--- config.mk ---
export PLATFORM = sky130hd
export DESIGN_NAME = freq_meter
export DESIGN_NICKNAME = d
export VERILOG_FILES = /design/src/rtl/freq_meter_pkg.sv /design/src/rtl/freq_meter_sync_edge.sv /design/src/rtl/freq_meter.sv
export SDC_FILE = /design/constraint.sdc
export NUM_CORES = 1
export LEC_CHECK = 0
export BUFFER_PORTS_ARGS = -buffer_cell sky130_fd_sc_hd__buf_2
export CORE_MARGIN = 10
export CORE_UTILIZATION = 45
export CTS_CLUSTER_SIZE = 12
export DETAILED_ROUTE_END_ITERATION = 7
export PLACE_DENSITY = 0.74
export REMOVE_ABC_BUFFERS = 1
export SYNTH_ARGS = -nofsm -noshare
export SYNTH_HDL_FRONTEND = slang
export SYNTH_HIERARCHICAL = 1
export SYNTH_SLANG_ARGS = --single-unit
--- constraint.sdc ---
create_clock -name clk -period 5.8 [get_ports clk]
set_clock_uncertainty 0.05 [all_clocks]
set_input_delay 0.58 -clock clk [delete_from_list [all_inputs] [get_ports clk]]
set_output_delay 0.58 -clock clk [all_outputs]
set_load 0.02 [all_outputs]
--- src/rtl/freq_meter_pkg.sv ---
// rtl/freq_meter_pkg.sv - shared defaults and gate FSM encoding for the frequency meter
package freq_meter_pkg;

  // Default clk frequency; one gate window is exactly this many clk cycles.
  localparam int unsigned CLK_HZ_DEF = 50_000_000;

  // Default width of the edge counter and of the reported frequency.
  localparam int unsigned CNT_W_DEF = 27;

  // Gate FSM: either idle or counting inside a gate window.
  typedef enum logic {
    IDLE = 1'b0,
    GATE = 1'b1
  } gate_state_t;

endpackage

--- src/rtl/freq_meter_sync_edge.sv ---
// rtl/freq_meter_sync_edge.sv - 2-flop synchronizer with registered rising-edge pulse
module sync_edge (
  input  logic clk,
  input  logic rst_n,
  input  logic sig_in,
  output logic rise
);

  // sync_q[0]/sync_q[1] are the metastability flops, sync_q[2] holds the previous synced level.
  logic [2:0] sync_q;
  // arm_q fills with ones after reset; the detector only fires once sync_q[2] holds a
  // post-reset sample, so a level already high at reset release never looks like an edge.
  logic [2:0] arm_q;
  logic       rise_q;

  // Synchronize sig_in and register a one-cycle pulse per synchronized rising edge.
  always_ff @(posedge clk) begin
    if (!rst_n) begin
      sync_q <= '0;
      arm_q  <= '0;
      rise_q <= 1'b0;
    end else begin
      sync_q <= {sync_q[1:0], sig_in};
      arm_q  <= {arm_q[1:0], 1'b1};
      rise_q <= sync_q[1] & ~sync_q[2] & arm_q[2];
    end
  end

  assign rise = rise_q;

endmodule

--- src/rtl/freq_meter.sv ---
// rtl/freq_meter.sv - gated rising-edge counter reporting sig_in frequency once per window
module freq_meter
  import freq_meter_pkg::*;
#(
  parameter int unsigned CLK_HZ = CLK_HZ_DEF,
  parameter int unsigned CNT_W  = CNT_W_DEF
) (
  input  logic             clk,
  input  logic             rst_n,
  input  logic             en,
  input  logic             sig_in,
  output logic [CNT_W-1:0] freq,
  output logic             freq_valid,
  output logic             ovf,
  output logic             busy
);

  localparam int unsigned       GATE_W    = $clog2(CLK_HZ);
  localparam logic [GATE_W-1:0] GATE_LAST = GATE_W'(CLK_HZ - 1);
  localparam logic [CNT_W-1:0]  CNT_MAX   = '1;

  gate_state_t       state_q, state_d;
  logic [GATE_W-1:0] gate_cnt_q;
  logic [CNT_W-1:0]  edge_cnt_q;
  logic [CNT_W-1:0]  edge_next;
  logic              sat_q;
  logic              sat_next;
  logic              gate_end;
  logic              rise;
  logic [CNT_W-1:0]  freq_q;
  logic              ovf_q;
  logic              valid_q;

  sync_edge u_sync (
    .clk    (clk),
    .rst_n  (rst_n),
    .sig_in (sig_in),
    .rise   (rise)
  );

  // Gate FSM state register.
  always_ff @(posedge clk) begin
    if (!rst_n) begin
      state_q <= IDLE;
    end else begin
      state_q <= state_d;
    end
  end

  // Next state and per-cycle count update; the last gate cycle folds in its own edge.
  always_comb begin
    state_d   = state_q;
    edge_next = edge_cnt_q;
    sat_next  = sat_q;
    case (state_q)
      IDLE:    if (en)  state_d = GATE;
      GATE:    if (!en) state_d = IDLE;
      default: state_d = IDLE;
    endcase
    if (rise) begin
      if (edge_cnt_q == CNT_MAX) begin
        sat_next = 1'b1;
      end else begin
        edge_next = edge_cnt_q + CNT_W'(1);
      end
    end
    gate_end = (state_q == GATE) && en && (gate_cnt_q == GATE_LAST);
  end

  // Gate and edge counters; cleared outside a gate, on abort and at every window boundary.
  always_ff @(posedge clk) begin
    if (!rst_n) begin
      gate_cnt_q <= '0;
      edge_cnt_q <= '0;
      sat_q      <= 1'b0;
    end else if (state_q != GATE || !en || gate_end) begin
      gate_cnt_q <= '0;
      edge_cnt_q <= '0;
      sat_q      <= 1'b0;
    end else begin
      gate_cnt_q <= gate_cnt_q + GATE_W'(1);
      edge_cnt_q <= edge_next;
      sat_q      <= sat_next;
    end
  end

  // Result registers: latch the completed window and pulse freq_valid for one cycle.
  always_ff @(posedge clk) begin
    if (!rst_n) begin
      freq_q  <= '0;
      ovf_q   <= 1'b0;
      valid_q <= 1'b0;
    end else begin
      valid_q <= gate_end;
      if (gate_end) begin
        freq_q <= edge_next;
        ovf_q  <= sat_next;
      end
    end
  end

  assign freq       = freq_q;
  assign freq_valid = valid_q;
  assign ovf        = ovf_q;
  assign busy       = (state_q == GATE);

endmodule

-- After elaboration in Yosys (flattened, before gate mapping)
Cells that the tools add are included.
- bits in latches: 0
- memories: 0
- memory bits (read-only): 0
- register bits: 91
- bits in writable memories: 0
- output and inout port bits: 30
- logic and storage cells: 32
- order comparisons: 0
- shift-type cells: 0
- eq/ne operators: 2
- multiply operators: 0
- bitwise gates (word level): 5
- div/mod/pow operators: 0
- reduce and logical (&&, ||, !) cells: 6
- $add $sub $neg: 2
- mux-type cells: 6
- operators with widths (cell ; number):
    27-bit 2-to-1 mux ; 2
    27-bit by 1-bit adder with 27-bit output (second input constant) ; 1
    27-bit equality test (second input constant) ; 1
    26-bit by 1-bit adder with 26-bit output (second input constant) ; 1
    26-bit equality test (second input constant) ; 1
    1-bit 2-to-1 mux ; 4
    1-bit inverter ; 3
    1-bit bitwise AND ; 2
    1-bit logical AND ; 2
    1-bit logical OR ; 2
    2-bit OR reduction ; 1
    1-bit zero test ; 1

-- Depth between registers and ports, before layout
Gate-level depths: netlist of run 1.
- depth after elaboration: 4
- depth in mapped cells: 8

-- By module
Netlist of run 1, hierarchy kept.
- modules (own cells, without submodules) (module ; cells an instance ; instances ; area an instance (um^2)):
    freq_meter ; 422 ; 1 ; 3702.3
    sync_edge ; 13 ; 1 ; 187.7

-- Worst setup path after synthesis of run 1
OpenSTA, ideal clock, no wires.
- path kind: register to register
- start: reg gate_cnt_q[0]
- end: reg gate_cnt_q[22]
- setup time: 117 ps
- clock period less this slack: 1902 ps
- setup slack: 3898 ps
- arrival: 1735 ps
- stages on the path, launching flop included: 8
- path buffers: 1
- cells stage by stage: dfxtp_1 -> ha_1 -> nand4_1 -> or4_1 -> buf_2 -> nor3_1 -> xnor2_1 -> nor2_1
- word-level cells in the longest chain between the ends: 4
- elaborated cells between the ends (all ways): 5
- those cells by class: add/sub: 1; eq/ne: 1; reduce/logical: 3
- ends and longest elaborated chain (item ; line ; RTL):
    start: declaration ; freq_meter.sv:23 ; logic [GATE_W-1:0] gate_cnt_q;
    start signal: assignment ; freq_meter.sv:81 ; gate_cnt_q <= gate_cnt_q + GATE_W'(1);
    parallel branches: the longest is 4 deep, another holds 26-bit by 1-bit adder with 26-bit output ; n/a ;
Parallel ways; which one is timed is not known.
A chain may end at the register's enable or synchronous reset.

-- Worst setup path after layout of run 1
- start: reg gate_cnt_q[11]
- end: reg freq_q[20], in the netlist freq[20]
- word-level cells in the longest chain between the ends: 2
- ends and longest elaborated chain (item ; line ; RTL):
    26-bit equality test ; freq_meter.sv:67 ; gate_end = (state_q == GATE) && en && (gate_cnt_q == GATE_LAST);
    1-bit logical AND ; freq_meter.sv:67 ;
    end signal: assignment ; freq_meter.sv:96 ; freq_q <= edge_next;
    end: declaration ; freq_meter.sv:30 ; logic [CNT_W-1:0] freq_q;
Every way passes these cells.

==> results.py, run 1 <==
metrics = {
    "place": {
        "post-place-ws_ns": 3.27,
        "place_inst": 554,
        "io_buffer_count": 33,
        "dpl-instance-area_um2": 4070,
        "gp_congestion": 0.844,
        "hpwlAfterDp_um": 5730,
    },
    "final_layout": {
        "drive_above_1_share": 0.151,
        "seqCellArea_um2": 1820,
        "stdcell_area_um2": 4280,
        "syn_to_final_growth_pct": 10.1,
        "nNetsFinal": 466,
        "multi_input_area_um2": 1930,
        "nFillCells": 782,
        "instances_no_fill": 569,
        "diodes": 0,
    },
    "cts": {
        "cts_buffers": 9,
        "max-clock-path-buffers": 2,
        "clk_pin_slew_worst_paths_ns": 0.08,
        "tritoncts": "yes",
        "cts_setup_buffers": 0,
        "ctsHtreeMaxLevel": 3,
        "hold_buffers": 0,
        "insertion_delay_ns": 0.35,
        "cts.repair.resized": 0,
        "root_buffer": "clkbuf_8",
        "clock_sinks": 91,
    },
    "global_routing": {
        "grt_max_degree": 55,
        "track_usage": 0.128,
        "overflow": 0,
        "grt_pass1_vias": 3007,
        "antenna_found_initial": 0,
        "grt_pass1_wl_um": 13900,
    },
    "worst_setup_path": {
        "rr_worst_depth": 5,
        "reg2reg_to": "freq[20]$_SDFFE_PN0P_",
        "cp.required_ns": 6.01,
        "r2r_slack_ns": 3.27,
        "r2r-start": "gate_cnt_q[11]$_SDFF_PP0_",
        "cp_max_fo": 25,
        "critical_path.cell_chain": "or4_4 -> nor4_1 -> and4_1 -> nor2_1 -> a211oi_1",
        "arrival_ns": 2.74,
        "cpPeakStageDelay_ns": 0.92,
        "crit_slowest_cell": "and4_1",
        "crit_type": "register to register",
        "startpoint_type": "register",
        "end_kind": "register",
    },
    "yosys": {
        "synth_top_family_by_area": "simple AND/OR/NAND/NOR gates",
        "synth_edf_count": 0,
        "yosysSeqAreaShare": 0.468,
        "synth_compound_area_frac": 0.132,
        "yosys_warnings": 6,
        "netlist_area_um2": 3890,
        "synth_flop_cell": "dfxtp_1",
        "ys_ff_latch": 91,
        "avgSynthCellArea_um2": 8.94,
        "ys_async_sr_fraction": 0,
        "synthXorXnorAreaFrac": 0.0720,
        "syn_inst": 435,
        "synthAdderAreaFrac": 0.00643,
        "synth-simple-area-share": 0.275,
        "yosys.cell_types.count": 49,
        "synth.area.mux_share": 0.0103,
    },
    "routing": {
        "antenna_left": 0,
        "vias": 3166,
        "detail_route.iter0.violations": 123,
        "drtPass1Iterations": 4,
        "routed_via_density": 5.56,
        "wire_per_inst_um": 14.5,
        "drt-total-wl_um": 8250,
        "drc": 0,
    },
    "timing": {
        "setup_viol": 0,
        "rsz0062_at_grt": "no",
        "slew_violations": 0,
        "slew_headroom": 0.283,
        "fmax_mhz": 396,
        "setup_tns_ns": 0,
        "fin_ws_ns": 3.27,
        "tightestPinTransition_ns": 1.08,
        "final-hold-violation-count": 0,
        "min_period_ns": 2.53,
        "finalCritPeriodShare": 0.435,
    },
    "floorplanning": {
        "start_util": 0.469,
        "die_w_um": 113,
        "rows": 33,
        "ios": 34,
        "die-height_um": 113,
        "coreArea_um2": 8300,
        "die_area_um2": 12800,
    },
    "run": {
        "drv_cap": 0,
    },
    "hold_path": {
        "worstHoldEndpoint": "u_sync/sync_q[0]$_SDFF_PN0_",
        "hold_path.startpoint": "sig_in",
        "hold_depth": 2,
        "hp-class": "input pin to register",
    },
    "pwr": {
        "leakagePower_nw": 1.44,
        "powerDensity_nw_per_um2": 254,
        "peakVddDrop_v": 0.000122,
    },
    "status": {
        "run_status": "finished, final reports clean",
    },
}
==> Yosys cell counts, types with 5 or more instances <==
library cell,number,area [um2]
and4_1,6,52.6
and2_2,5,37.5
buf_2,9,45.0
clkbuf_1,5,18.8
nand3_1,25,125
and3_1,9,56.3
o21ai_0,31,155
o21ai_1,5,25.0
a21oi_2,5,43.8
nor4_1,6,37.5
dfxtp_1,91,1820
nor2_1,55,206
or3_1,12,75.1
nand4_1,19,119
nand2_1,27,101
inv_1,6,22.5
a31oi_1,15,93.8
xor2_1,15,131
a21oi_1,23,115
xnor2_1,17,149
==> cells by family (layout without fill, tap and decap cells) <==
group / count (synthesis) / in the layout
AO/OA/AOI/OAI: 89 / 89
XOR/XNOR: 32 / 32
adder cells (fa/ha/maj): 2 / 2
buffers and inverters: 25 / 54
flip-flops: 91 / 91
multiplexers: 4 / 4
AND/OR/NAND/NOR: 192 / 192
==> final cells by class <==
class,count,area share
Clock inverter,1,0.00701
Sequential cell,91,0.425
Inverter,6,0.00526
Tap cell,105,0.0307
Timing Repair Buffer,33,0.0386
Multi-Input combinational cell,319,0.450
Clock buffer,14,0.0427
==> through the flow <==
step	power [mW]	hold slack [ns]	util
final	1.09	0.393	0.516
after global routing	1.13	0.372	0.516
after CTS	1.10	0.376	0.516
after detailed placement	0.654	0.380	0.490
after global placement	0.654	0.374	0.490
after floorplan	0.647	0.370	-
==> cell usage in the layout (no fill, tap or decap), drive strengths merged, types with 2 or more instances in the layout <==
cell / Yosys / final
o31ai: 2 / 2
ha: 2 / 2
nand4: 19 / 19
nor4: 9 / 9
inv: 6 / 6
o22ai: 3 / 3
and3: 10 / 10
xnor2: 17 / 17
or4: 4 / 4
clkbuf: 6 / 14
nor2: 56 / 56
xor2: 15 / 15
nand4b: 2 / 2
a211oi: 2 / 2
mux2i: 4 / 4
and4: 6 / 6
nand2: 27 / 27
or3: 12 / 12
and2: 9 / 9
nor3: 6 / 6
nand3: 25 / 25
a31oi: 15 / 15
o21ai: 37 / 37
dfxtp: 91 / 91
buf: 13 / 33
a21oi: 28 / 28
==> metal layers <==
layer	up-vias	wire, um	track usage	part of all wire
met4	0	47	0.0296	0.0057
met2	55	4010	0.220	0.49
li1	1613	-	-	-
met5	-	0	0	0
met1	1494	3790	0.146	0.46
met3	4	411	0.0475	0.050
==> sequential cells by signal, summed over array words and instances (netlist names) <==
name	count
freq	27
busy	1
edge_cnt_q	27
u_sync/arm_q	3
sat_q	1
freq_valid	1
gate_cnt_q	26
u_sync/rise	1
u_sync/sync_q	3
ovf	1
==> how the worst max path moves through the flow <==
stage                                     endpoint                       from  slack [ns]  cells past startpoint
after detailed placement     freq[20]$_SDFFE_PN0P_  gate_cnt_q[11]$_SDFF_PP0_        3.27                      5
after global placement       freq[20]$_SDFFE_PN0P_  gate_cnt_q[11]$_SDFF_PP0_        3.33                      5
after global routing         freq[22]$_SDFFE_PN0P_   gate_cnt_q[0]$_SDFF_PP0_        2.98                      6
final                        freq[20]$_SDFFE_PN0P_  gate_cnt_q[11]$_SDFF_PP0_        3.27                      5
after CTS                    freq[20]$_SDFFE_PN0P_  gate_cnt_q[11]$_SDFF_PP0_        3.23                      5
after floorplan           edge_cnt_q[0]$_SDFF_PP0_  gate_cnt_q[11]$_SDFF_PP0_        3.30                      5
==> worst max-delay path: cells and delay by family, from the launching register on <==
kind | cells | cell delay (ns)
and+or+nand+nor | 4 | 1.79
DFF | 1 | 0.35
AOI/OAI and AO/OA | 1 | 0.24
==> where the power goes <==
part           internal (mW)  leakage (nW)  switching (mW)  total, mW
registers              0.626         0.734         0.00108      0.627
clock network          0.244         0.109           0.203      0.447
logic                0.00301         0.595         0.00825     0.0113
total                  0.874          1.44           0.212       1.09
(Power assumes the default switching activity.)
==> inputs of run 2 (changes only) <==
--- a/config.mk
+++ b/config.mk
@@ -10,7 +10,7 @@
 export CORE_UTILIZATION = 45
 export CTS_CLUSTER_SIZE = 12
 export DETAILED_ROUTE_END_ITERATION = 7
-export PLACE_DENSITY = 0.74
+export PLACE_DENSITY = 0.76
 export REMOVE_ABC_BUFFERS = 1
 export SYNTH_ARGS = -nofsm -noshare
 export SYNTH_HDL_FRONTEND = slang
==> constraint.sdc (replaced) <==
create_clock -name clk -period 2.2 [get_ports clk]
set_clock_uncertainty 0.05 [all_clocks]
set_input_delay 0.22 -clock clk [delete_from_list [all_inputs] [get_ports clk]]
set_output_delay 0.22 -clock clk [all_outputs]
set_load 0.02 [all_outputs]
==> results.py, run 2 (synthesized netlist as in run 1, its figures left out) <==
metrics = {
    "worst_setup_path": {
        "startpoint_type": "register",
        "cp.required_ns": 2.44,
        "arrival_ns": 2.28,
        "end_kind": "register",
        "r2r-start": "gate_cnt_q[11]$_SDFF_PP0_",
        "setup.worst_path.start": "gate_cnt_q[11]$_SDFF_PP0_",
        "crit_type": "register to register",
        "cp_max_fo": 29,
    },
    "cts": {
        "ctsHtreeMaxLevel": 3,
        "cts_buffers": 9,
        "tritoncts": "yes",
        "max-clock-path-buffers": 2,
        "root_buffer": "clkbuf_8",
        "clock_sinks": 91,
        "insertion_delay_ns": 0.36,
        "clk_pin_slew_worst_paths_ns": 0.09,
        "hold_buffers": 0,
    },
    "place": {
        "post-place-ws_ns": 0.105,
        "hpwlAfterDp_um": 6040,
        "io_buffer_count": 33,
        "gp_congestion": 0.857,
    },
    "floorplanning": {
        "die_area_um2": 12800,
        "rows": 33,
        "die_w_um": 113,
        "coreArea_um2": 8300,
        "die-height_um": 113,
        "ios": 34,
        "start_util": 0.469,
    },
    "global_routing": {
        "grt_pass1_wl_um": 14200,
        "track_usage": 0.131,
        "antenna_found_initial": 0,
        "overflow": 0,
        "grt_max_degree": 30,
        "grt_pass1_vias": 3062,
    },
    "final_layout": {
        "drive_above_1_share": 0.181,
        "postLayoutCoreUtil": 0.533,
        "mostFrequentLayoutCells": "91 x dfxtp_1, 55 x nor2_1, 33 x buf_2",
        "syn_to_final_growth_pct": 13.8,
        "diodes": 0,
        "layout_commonest_cell": "dfxtp_1",
        "nNetsFinal": 482,
    },
    "routing": {
        "wire_per_inst_um": 14.3,
        "drtPass1Iterations": 4,
        "antenna_left": 0,
        "routed_via_density": 5.52,
        "vias": 3232,
        "drt-total-wl_um": 8370,
        "drc": 0,
        "detail_route.iter0.violations": 158,
    },
    "timing": {
        "slew_headroom": 0.540,
        "finalCritPeriodShare": 0.928,
        "setup_tns_ns": 0,
        "tightestPinTransition_ns": 0.673,
        "slew_violations": 0,
        "setup_viol": 0,
        "final-hold-violation-count": 0,
        "rsz0062_at_grt": "no",
        "fin_ws_ns": 0.158,
        "min_period_ns": 2.04,
        "hold_slack_ns": 0.0370,
        "fmax_mhz": 490,
    },
    "pwr": {
        "powerDensity_nw_per_um2": 634,
        "power_mw": 2.81,
        "peakVddDrop_v": 0.000351,
        "leakagePower_nw": 1.52,
    },
    "hold_path": {
        "hp-class": "input pin to register",
        "hold_path.startpoint": "sig_in",
    },
    "run": {
        "drv_cap": 0,
    },
    "status": {
        "run_status": "finished, final reports clean",
    },
}
[run 2: cell types whose count changed in the layout (fill, tap and decap cells not counted), sizes merged]
cell      change
clkinvlp      +2
buf          +16
clkinv        +1
clkbuf        -2
[run 2: final timing paths]
kind	to	slack, ns	cells after the start
hold / removal	u_sync/sync_q[0]$_SDFF_PN0_	0.04	2
setup / recovery	freq[24]$_SDFFE_PN0P_	0.16	5
setup reg to reg	freq[24]$_SDFFE_PN0P_	0.16	5
hold reg to reg	u_sync/sync_q[1]$_SDFF_PN0_	0.40	1
[run 2: what timing repair did]
action / CTS / global route
gates resized for setup: 0 / 1
endpoints found under the setup margin: 0 / 5
buffers inserted: 0 / 0
[run 2: cell type report]
class | instances | area (um2)
well taps | 105 | 131
inverters | 6 | 22.5
flip-flops and latches | 91 | 1820
clock buffers | 12 | 145
fillers | 771 | 3870
repair buffers | 49 | 323
clock inverters | 4 | 50.0
multi-input cells | 319 | 1930
[run 2: critical path: stages (launching register included)]
cell and delay [ns]:
dfxtp_1 0.35, or4_4 0.57, nor4_4 0.28, and3_4 0.43, nand2_1 0.13, o22ai_1 0.17
[run 2: power breakdown]
group / internal [mW] / switching, mW
Clock: 0.555 / 0.558
Combinational: 0.0143 / 0.0241
Sequential: 1.65 / 0.00301
[run 2: stage by stage]
stage / cells / cell area, um2
2_1_floorplan: 416 / 3770
3_3_place_gp: 570 / 4230
3_5_place_dp: 570 / 4230
4_1_cts: 586 / 4420
5_1_grt: 586 / 4430
6_report: 586 / 4430
[run 2: per-layer routing]
| layer | up-vias | share of wire | global-route usage |
|---|---|---|---|
| li1 | 1646 | - | - |
| met1 | 1499 | 0.45 | 0.153 |
| met2 | 73 | 0.47 | 0.217 |
| met3 | 14 | 0.061 | 0.0481 |
| met4 | 0 | 0.013 | 0.0415 |
| met5 | - | 0 | 0 |
==> inputs of run 3 (changes only) <==
--- a/config.mk
+++ b/config.mk
@@ -7,10 +7,10 @@
 export LEC_CHECK = 0
 export BUFFER_PORTS_ARGS = -buffer_cell sky130_fd_sc_hd__buf_2
 export CORE_MARGIN = 10
-export CORE_UTILIZATION = 45
+export CORE_UTILIZATION = 25
 export CTS_CLUSTER_SIZE = 12
 export DETAILED_ROUTE_END_ITERATION = 7
-export PLACE_DENSITY = 0.76
+export PLACE_DENSITY = 0.52
 export REMOVE_ABC_BUFFERS = 1
 export SYNTH_ARGS = -nofsm -noshare
 export SYNTH_HDL_FRONTEND = slang
==> results.py, run 3 (synthesized netlist as in run 1, its figures left out) <==
metrics = {
    "final_layout": {
        "multi_input_area_um2": 1950,
        "diodes": 0,
        "nNetsFinal": 479,
        "mostFrequentLayoutCells": "91 x dfxtp_1, 54 x nor2_1, 33 x buf_2",
        "syn_to_final_growth_pct": 18.5,
        "seqCellArea_um2": 1820,
        "layout_commonest_cell": "dfxtp_1",
        "instances_no_fill": 666,
        "nFillCells": 1619,
        "drive_above_1_share": 0.190,
    },
    "timing": {
        "fmax_mhz": 486,
        "fin_ws_ns": 0.142,
        "final-hold-violation-count": 0,
        "setup_tns_ns": 0,
        "min_period_ns": 2.06,
        "tightestPinTransition_ns": 0.537,
        "hold_slack_ns": 0.0493,
        "setup_viol": 0,
        "slew_headroom": 0.641,
        "rsz0062_at_grt": "yes",
        "slew_violations": 0,
        "finalCritPeriodShare": 0.936,
    },
    "pwr": {
        "powerDensity_nw_per_um2": 689,
        "peakVddDrop_v": 0.000333,
        "switching_power_mw": 0.681,
        "power.sequential.fraction": 0.522,
        "internal-power_mw": 2.49,
        "clockPowerShare": 0.467,
        "combPwrFrac": 0.011,
        "leakagePower_nw": 1.54,
        "swShare": 0.214,
    },
    "place": {
        "place_inst": 650,
        "hpwlAfterDp_um": 6470,
        "post-place-ws_ns": 0.0899,
        "gp_congestion": 0.845,
        "io_buffer_count": 33,
    },
    "worst_setup_path": {
        "rr_worst_depth": 6,
        "cpPeakStageDelay_ns": 0.54,
        "crit_cells": 6,
        "crit_type": "register to register",
        "arrival_ns": 2.26,
        "crit_family": "simple AND/OR/NAND/NOR gates",
        "crit_buf_inv": 1,
        "end_kind": "register",
        "startpoint_type": "register",
        "cp_max_fo": 25,
        "critical_path.cell_chain": "or4b_1 -> nor4_2 -> and4_4 -> buf_12 -> nor2_1 -> a211oi_1",
        "crit_slowest_cell": "or4b_1",
        "cp.required_ns": 2.41,
    },
    "floorplanning": {
        "coreArea_um2": 15200,
        "ios": 34,
        "die_w_um": 145,
        "start_util": 0.256,
        "rows": 45,
        "die-height_um": 145,
        "die_area_um2": 20900,
    },
    "hold_path": {
        "hold_depth": 2,
        "hp-class": "input pin to register",
    },
    "global_routing": {
        "track_usage": 0.0904,
        "grt_pass1_wl_um": 15300,
        "antenna_found_initial": 0,
        "grt_pass1_vias": 3081,
        "overflow": 0,
        "grt_max_degree": 55,
    },
    "cts": {
        "ctsHtreeMaxLevel": 3,
        "insertion_delay_ns": 0.34,
        "cts_buffers": 9,
        "tritoncts": "yes",
        "clock_sinks": 91,
        "cts_setup_buffers": 0,
        "max-clock-path-buffers": 2,
        "root_buffer": "clkbuf_16",
        "clk_pin_slew_worst_paths_ns": 0.06,
        "hold_buffers": 0,
        "cts.repair.resized": 0,
    },
    "routing": {
        "drtPass1Iterations": 4,
        "antenna_left": 0,
        "routed_via_density": 4.86,
        "vias": 3234,
        "detail_route.iter0.violations": 194,
        "wire_per_inst_um": 13.9,
        "drt-total-wl_um": 9250,
        "drc": 0,
    },
    "run": {
        "drv_cap": 0,
    },
    "status": {
        "run_status": "finished, final reports clean",
    },
}
run 3: cell types whose count changed in the layout (fill, tap and decap cells not counted), sizes merged:
cell / change
buf: -3
clkinv: +2
bufinv: -1
clkbuf: -1
run 3: worst paths after layout:
path,from,end,slack (ns)
setup reg to reg,gate_cnt_q[8]$_SDFF_PP0_,freq[20]$_SDFFE_PN0P_,0.14
setup / recovery,gate_cnt_q[8]$_SDFF_PP0_,freq[20]$_SDFFE_PN0P_,0.14
hold / removal,sig_in,u_sync/sync_q[0]$_SDFF_PN0_,0.05
hold reg to reg,u_sync/sync_q[0]$_SDFF_PN0_,u_sync/sync_q[1]$_SDFF_PN0_,0.39
run 3: per-stage QoR:
| step | area [um2] | power, mW | utilization |
|---|---|---|---|
| 2_1_floorplan | 3770 | 1.71 | - |
| 3_3_place_gp | 4300 | 1.73 | 0.283 |
| 3_5_place_dp | 4300 | 1.73 | 0.283 |
| 4_1_cts | 4590 | 3.22 | 0.302 |
| 5_1_grt | 4610 | 3.28 | 0.303 |
| 6_report | 4610 | 3.17 | 0.303 |
run 3: cell type report:
cell class / count / area share
flip-flops and latches: 91 / 0.395
multi-input cells: 319 / 0.423
well taps: 188 / 0.0510
clock inverters: 5 / 0.00815
clock buffers: 11 / 0.0548
repair buffers: 46 / 0.0624
inverters: 6 / 0.00489
run 3: power by group through the flow:
| stage | logic, mW | clock network (mW) | registers (mW) |
|---|---|---|---|
| 3_3_place_gp | 0.0348 | 0 | 1.69 |
| 4_1_cts | 0.0351 | 1.53 | 1.66 |
| 5_1_grt | 0.0393 | 1.59 | 1.66 |
| 2_1_floorplan | 0.0119 | 0 | 1.69 |
| 6_report | 0.0350 | 1.48 | 1.66 |
| 3_5_place_dp | 0.0350 | 0 | 1.69 |
run 3: worst register-to-register path, stage by stage, from the launching register on:
cell and delay, ns:
dfxtp_1 0.37, or4b_1 0.54, nor4_2 0.29, and4_4 0.28, buf_12 0.19, nor2_1 0.06, a211oi_1 0.20
run 3: metal layers:
metal / track usage / vias up / share of wire
met3: 0.0280 / 13 / 0.046
li1: - / 1646 / -
met4: 0.0271 / 0 / 0.011
met1: 0.115 / 1532 / 0.47
met2: 0.143 / 43 / 0.47
met5: 0 / - / 0
